==> src/rtl/uart_pkg.sv <==
// Shared UART types and constants for the receive path.
package uart_pkg;
  typedef enum logic [2:0] {IDLE, START, DATA, PARITY, STOP, BREAK} uart_rx_state_e;
  localparam int UART_DATA_BITS = 8;
  localparam int UART_MIN_DIV   = 4;
endpackage

==> src/rtl/uart_rx_sync.sv <==
// SYNC_LEN-deep synchroniser for the asynchronous rx pad; resets to the idle (high) level.
module uart_rx_sync #(
  parameter int SYNC_LEN = 2
) (
  input  logic clk,
  input  logic resetn,
  input  logic d,
  output logic q
);
  logic [SYNC_LEN-1:0] ff;

  always_ff @(posedge clk or negedge resetn) begin
    if (!resetn) ff <= '1;
    else         ff <= {ff[SYNC_LEN-2:0], d};
  end

  assign q = ff[SYNC_LEN-1];
endmodule

==> src/rtl/uart_rx_core.sv <==
// 8N1 UART receiver with valid/ready holding register, framing and overrun flags.
// Define UART_RX_PARITY_EN for 8E1 framing with parity checking.
module uart_rx_core
  import uart_pkg::*;
#(
  parameter int DIV_W    = 16,
  parameter int SYNC_LEN = 2
) (
  input  logic                      clk,
  input  logic                      resetn,
  input  logic [DIV_W-1:0]          divisor,
  input  logic                      rx,
  output logic [UART_DATA_BITS-1:0] data,
  output logic                      valid,
  input  logic                      ready,
  output logic                      busy,
  output logic                      frame_err,
  output logic                      overrun,
  output logic                      parity_err
);
  localparam logic [2:0] LAST_BIT = 3'(UART_DATA_BITS - 1);

  uart_rx_state_e            state, state_n;
  logic [DIV_W-1:0]          cnt, div_l, half_m1;
  logic [2:0]                bit_idx;
  logic [UART_DATA_BITS-1:0] shreg;
  logic                      rx_s, par_bad, last;
  logic                      cnt_clr, latch, start_ok, shift, deliver, fe, pe;

  uart_rx_sync #(.SYNC_LEN(SYNC_LEN)) u_sync (
    .clk    (clk),
    .resetn (resetn),
    .d      (rx),
    .q      (rx_s)
  );

  assign half_m1 = (div_l >> 1) - DIV_W'(1);
  assign last    = (cnt == div_l - DIV_W'(1));
  assign busy    = (state != IDLE);

  always_comb begin
    state_n  = state;
    cnt_clr  = 1'b0;
    latch    = 1'b0;
    start_ok = 1'b0;
    shift    = 1'b0;
    deliver  = 1'b0;
    fe       = 1'b0;
    pe       = 1'b0;
    case (state)
      IDLE: begin
        cnt_clr = 1'b1;
        if (!rx_s) begin
          latch   = 1'b1;
          state_n = START;
        end
      end
      // Mid-start-bit recheck rejects glitches shorter than half a bit.
      START: if (cnt == half_m1) begin
        cnt_clr = 1'b1;
        if (rx_s) state_n = IDLE;
        else begin
          start_ok = 1'b1;
          state_n  = DATA;
        end
      end
      DATA: if (last) begin
        cnt_clr = 1'b1;
        shift   = 1'b1;
        if (bit_idx == LAST_BIT) begin
`ifdef UART_RX_PARITY_EN
          state_n = PARITY;
`else
          state_n = STOP;
`endif
        end
      end
`ifdef UART_RX_PARITY_EN
      PARITY: if (last) begin
        cnt_clr = 1'b1;
        pe      = (^shreg) ^ rx_s;
        state_n = STOP;
      end
`endif
      STOP: if (last) begin
        cnt_clr = 1'b1;
        if (rx_s) begin
          deliver = !par_bad;
          state_n = IDLE;
        end else begin
          fe      = 1'b1;
          state_n = BREAK;
        end
      end
      // Held-low line: wait for idle so a long break reports only once.
      BREAK: begin
        cnt_clr = 1'b1;
        if (rx_s) state_n = IDLE;
      end
      default: state_n = IDLE;
    endcase
  end

  always_ff @(posedge clk or negedge resetn) begin
    if (!resetn) begin
      state      <= IDLE;
      cnt        <= '0;
      div_l      <= '0;
      bit_idx    <= '0;
      shreg      <= '0;
      par_bad    <= 1'b0;
      data       <= '0;
      valid      <= 1'b0;
      frame_err  <= 1'b0;
      overrun    <= 1'b0;
      parity_err <= 1'b0;
    end else begin
      state     <= state_n;
      cnt       <= cnt_clr ? '0 : cnt + DIV_W'(1);
      frame_err <= fe;
      overrun   <= 1'b0;
`ifdef UART_RX_PARITY_EN
      parity_err <= pe;
`else
      parity_err <= 1'b0;
`endif
      if (latch) begin
        div_l   <= divisor;
        par_bad <= 1'b0;
      end else if (pe) begin
        par_bad <= 1'b1;
      end
      if (start_ok)   bit_idx <= '0;
      else if (shift) bit_idx <= bit_idx + 3'd1;
      if (shift) shreg <= {rx_s, shreg[UART_DATA_BITS-1:1]};
      // A consumer handshake in the delivery cycle frees the slot for the new byte.
      if (deliver) begin
        if (valid && !ready) overrun <= 1'b1;
        else begin
          data  <= shreg;
          valid <= 1'b1;
        end
      end else if (valid && ready) begin
        valid <= 1'b0;
      end
    end
  end
endmodule

==> config.mk <==
export PLATFORM = sky130hd
export DESIGN_NAME = uart_rx_core
export DESIGN_NICKNAME = d
export VERILOG_FILES = /design/src/rtl/uart_pkg.sv /design/src/rtl/uart_rx_sync.sv /design/src/rtl/uart_rx_core.sv
export SDC_FILE = /design/constraint.sdc
export NUM_CORES = 1
export LEC_CHECK = 0
export CORE_MARGIN = 8
export CORE_UTILIZATION = 58
export CTS_BUF_LIST = sky130_fd_sc_hd__clkbuf_16
export CTS_CLUSTER_SIZE = 20
export DETAILED_ROUTE_END_ITERATION = 8
export DONT_BUFFER_PORTS = 1
export HOLD_SLACK_MARGIN = 0.05
export PLACE_DENSITY = 0.88
export SLEW_MARGIN = 40
export SYNTH_ARGS = -nofsm -noshare
export SYNTH_HDL_FRONTEND = slang
export SYNTH_SLANG_ARGS = --single-unit
==> constraint.sdc <==
create_clock -name clk -period 3.05 [get_ports clk]
set_input_delay 0.1525 -clock clk [delete_from_list [all_inputs] [get_ports clk]]
set_output_delay 0.1525 -clock clk [all_outputs]
set_load 0.05 [all_outputs]
# After elaboration in Yosys (flattened, before gate mapping)
# Cells that the tools add are included.
dict set report totals {
  reg_bits 59
  output_inout_bits 13
}
dict set report op_classes {
  mux 30
  add_sub_neg 4
  eq_ne 14
  bitwise 1
  reduce_logical 12
}
# cell n
set ops {}
lappend ops {{$eq A16 B16 Y1} 2}
lappend ops {{$mux W3} 9}
lappend ops {{$mux W1} 17}
lappend ops {{$add A16 B1 Y16 const B} 1}
lappend ops {{$mux W16} 1}
lappend ops {{$sub A15 B1 Y16 const B} 1}
lappend ops {{$sub A16 B1 Y16 const B} 1}
lappend ops {{$pmux W3 S5} 1}
lappend ops {{$ne A2 B2 Y1 const B} 6}
lappend ops {{$eq A3 B3 Y1 const B} 3}
lappend ops {{$reduce_and A6 Y1} 1}
lappend ops {{$reduce_and A2 Y1} 2}
lappend ops {{$reduce_bool A2 Y1} 2}
lappend ops {{$reduce_or A2 Y1} 2}
lappend ops {{$add A3 B1 Y3 const B} 1}
lappend ops {{$eq A3 B1 Y1 const B} 1}
lappend ops {{$eq A3 B2 Y1 const B} 1}
lappend ops {{$logic_not A3 Y1} 1}
lappend ops {{$pmux W1 S3} 1}
lappend ops {{$reduce_bool A3 Y1} 1}
lappend ops {{$logic_and A1 B1 Y1} 2}
lappend ops {{$mux W2} 1}
lappend ops {{$ne A2 B1 Y1 const B} 1}
lappend ops {{$logic_not A1 Y1} 1}
lappend ops {{$not A1 Y1} 1}

# Longest topological paths before layout
dict set report logic_depth {
  word_depth 6
  ltp_mapped 13
  depth_no_buf 9
}

# Modules after synthesis
# A second synthesis with hierarchy kept.
dict set report hier_totals {
  hier_cells 362
  hier_area_um2 3632.2
}
# mod cells_each area_per_inst_um2 instances seq_area_each_um2
set modules_own_cells {}
lappend modules_own_cells {uart_rx_core 360 3579.7 1 1426.4}
lappend modules_own_cells {uart_rx_sync 2 52.6 1 52.6}

# Worst setup path after synthesis
# OpenSTA, ideal clock, no wires.
dict set report synth_timing {
  kind {register to register}
  startpoint {register div_l[8]}
  endpoint {register data[0]}
  synth_period_minus_slack_ns 3.300
  required_ns 2.925
  setup_slack_ns -0.250
  arrival_ns 3.175
  path_buffers 1
  path_stages_with_launch 9
  cell_sequence {dfrtp_1 buf_6 or4_4 or4_4 or3_1 a2111oi_2 o2111ai_1 nor3_4 mux2_2}
}
dict set report synth_between {
  elab_chain_len 5
}
# item line
set synth_rtl {}
lappend synth_rtl {{start: declaration} uart_rx_core.sv:24} ;# logic [DIV_W-1:0] cnt, div_l, half_m1;
lappend synth_rtl {{start signal: assignment} uart_rx_core.sv:128} ;# div_l <= divisor;
lappend synth_rtl {{$sub A16 B1 Y16} uart_rx_core.sv:38} ;# assign last = (cnt == div_l - DIV_W'(1));
lappend synth_rtl {{$eq A16 B16 Y1} uart_rx_core.sv:38}
lappend synth_rtl {{$mux W1} uart_rx_core.sv:85} ;# STOP: if (last) begin
lappend synth_rtl {{$mux W1} uart_rx_core.sv:50} ;# case (state)
lappend synth_rtl {{$reduce_and A2 Y1 (no line)} --}
lappend synth_rtl {{end signal: assignment} uart_rx_core.sv:140} ;# data <= shreg;
lappend synth_rtl {{end: declaration} uart_rx_core.sv:13} ;# output logic [UART_DATA_BITS-1:0] data,
# No other way between the ends.
# A chain may end at the register's enable or synchronous reset.

# Final worst setup path
dict set report layout_timing {
  startpoint {register div_l[6]}
  endpoint {register data[1]}
}
# Same word-level chain as after synthesis.

==> impl_metrics.toml <==
[sta]
finalHoldViolCount = 0
clock.fmax_ghz = 0.316
holdWs_ns = 0.130
post-route-period-util_pct = 104
tightest_slew_ns = 0.704
fin_crit_ns = 3.16
maxSlewViolCount = 0
relSlewSlack_pct = 52.6
worst_slack_ns = -0.113
skew_ns = 0.00628
finalSetupViolations = 20
tns_ns = -1.47
rsz0062_at_grt = "yes"

[power]
vdd_ir_drop_max_mv = 0.380
p_leak_nw = 2.01
power_density_nw_per_um2 = 509

[setup_path]
rrSetupSlack_ns = -0.11
crit_required_ns = 3.27
crit_arrival_ns = 3.38
path_buf_inv = 1
rr_startpoint = "div_l[6]"
critPathKind = "reg -> reg"
start_kind = "flip-flop"
path_cells = "or4_4 -> or4_4 -> or3_4 -> a2111oi_4 -> o2111ai_2 -> nor3_4 -> buf_12 -> mux2_2"
critPathTopFamily = "simple AND/OR/NAND/NOR gates"
worstRegToRegCells = 8
crit_path_max_incr_delay_ns = 0.55
crit_slowest_cell = "or4_4"
crit_path_end_kind = "flip-flop"
cp_max_fo = 8
r2r_end = "data[1]"
crit_top_cell = "or4_4"

[cells_and_area]
syn_to_final_growth_pct = 21.9
diodes = 0
fin_nets = 500
final_cell_mix = "dfrtp_1 (57), buf_4 (39), xnor2_1 (34)"
layout_commonest_cell = "dfrtp_1"
drive_gt1_share_pct = 21.9
fillers = 427

[synthesis]
ys_types = 57
postSynthCellCount = 444
ys_seq_area_share_pct = 36.6
async_reset_ff_share_pct = 100
ys_seq_elements = 59
synth_nets = 470
syn_area_per_cell_um2 = 9.11
synthFlopType = "dfrtp_1"
synth_warnings = 0
synth_edf_count = 0
syn_area_um2 = 4050

[clock_tree]
clock-root-buffer = "clkbuf_16"
numCtsBuffers = 9
clkLatencyLatePin_ns = 0.33
cts.clk_slew.worst_paths_ns = 0.06
clk_path_buf_depth = 2
cts_tree = "yes"
htreeDepth = 3
clock_sinks = 59

[placement]
numPortBuffers = 0
pre_cts_slack_ns = -0.0925
gp_congestion = 0.932
hpwl_um = 7610

[drt]
antenna_left = 0
routed_wl_um = 11500
wire_per_inst_um = 20.6
dr.pass1.iters = 6
drt-initial-drc-count = 424
viasPerCell = 6.71
drc = 0
vias = 3751

[floorplanning]
core_area_um2 = 6760
die_w_um = 99.5
start_util_pct = 59.9
io_pins = 33
fp.dieH_um = 99.5
num_rows = 30
die-area_um2 = 9900

[run_status]
violations = "setup timing"
outcome = "complete, but fails checks"

[min_path]
whs_path_depth = 2
min_from = "ready"
min_path_type = "in -> reg"
holdPathEnd = "overrun"

[global_route]
grt_start_max_net_pins = 60
grt_pass1_vias = 3676
grt_overflow_total = 0
grt_usage_pct = 23.8
antenna_found_initial = 0
grt_pass1_wl_um = 18800

[flow_run]
maxCapViolations = 0
[per-stage QoR]
step                      instances  cell area (µm²)  util, %  power, mW
after floorplan                 444             4090        -       1.23
after global placement          521             4330     64.1       1.33
after detailed placement        521             4330     64.1       1.35
after CTS                       558             4900     72.6       2.49
after global routing            559             4930     73.0       2.61
final                           559             4930     73.0       2.51
[routing by layer]
| metal | part of all wire (%) | global-route usage, % | up-vias |
|---|---|---|---|
| met3 | 9.0 | 6.56 | 50 |
| met2 | 49 | 38.0 | 217 |
| met5 | 0 | 0 | - |
| met1 | 39 | 28.3 | 1816 |
| met4 | 3.6 | 13.3 | 0 |
| li1 | - | - | 1668 |
[cells in the mapped netlist, drive strengths merged (7+ instances only)]
library cell	count	area share (%)
dfrtp	57	35
a21oi	7	0.87
inv	24	2.2
o21ai	28	3.5
nand3	18	2.2
nor4	7	1.1
nor2b	7	1.1
nand2	22	2.0
xor2	17	3.7
o211ai	16	3.0
clkbuf	35	3.2
or3	7	1.1
xnor2	34	7.4
nor2	19	1.8
nor3	12	1.8
o311ai	16	3.5
mux2	27	7.5
[power breakdown]
part           internal, mW  total [mW]  switching [mW]  leakage, nW
Combinational         0.221       0.484           0.263         1.08
Clock                 0.720        1.10           0.380        0.160
Sequential            0.833       0.925          0.0913        0.766
Total                  1.77        2.51           0.734         2.01
[worst max path at each step]
| stage | start | to | slack [ns] | cells past startpoint |
|---|---|---|---|---|
| after CTS | div_l[6] | data[1] | -0.08 | 8 |
| after global placement | div_l[6] | data[6] | -0.01 | 8 |
| after global routing | div_l[6] | data[0] | -0.17 | 8 |
| final | div_l[6] | data[1] | -0.11 | 8 |
| after floorplan | div_l[8] | data[0] | -0.06 | 8 |
| after detailed placement | div_l[6] | data[4] | -0.09 | 8 |
[flip-flops by register name, indices dropped and copies added, names as in the netlist]
register,cells
data,8
state,3
shreg,8
frame_err,1
div_l,16
u_sync.ff,2
bit_idx,3
valid,1
overrun,1
cnt,16
[logic make-up (layout without fill, tap and decap cells)]
kind of cell | after synthesis | after routing | synth area share [%]
mux | 30 | 30 | 8.26
flops | 59 | 59 | 36.6
other cells | 1 | 1 | 0.0927
compound gates | 94 | 94 | 16.4
xor+xnor | 51 | 51 | 11.0
simple gates | 138 | 138 | 19.5
fa+ha+maj | 6 | 6 | 1.86
buf+inv | 65 | 100 | 6.37
[final cells by class]
| type | count | area [µm²] | area share [%] |
|---|---|---|---|
| flip-flops and latches | 59 | 1480 | 30.0 |
| inverters | 24 | 90.1 | 1.83 |
| multi-input cells | 320 | 2390 | 48.6 |
| clock buffers | 9 | 225 | 4.57 |
| clock inverters | 7 | 100 | 2.03 |
| well taps | 80 | 100 | 2.03 |
| repair buffers | 60 | 541 | 11.0 |
[repair_timing]
item / 4_1_cts / 5_1_grt
buffers inserted: 2 / 1
pin swaps: 0 / 3
endpoints found under the hold margin: 76 / 0
setup endpoints to repair: 12 / 38
hold buffers: 19 / 0
gates resized for setup: 5 / 5
Power figures use the tool's default switching activity.
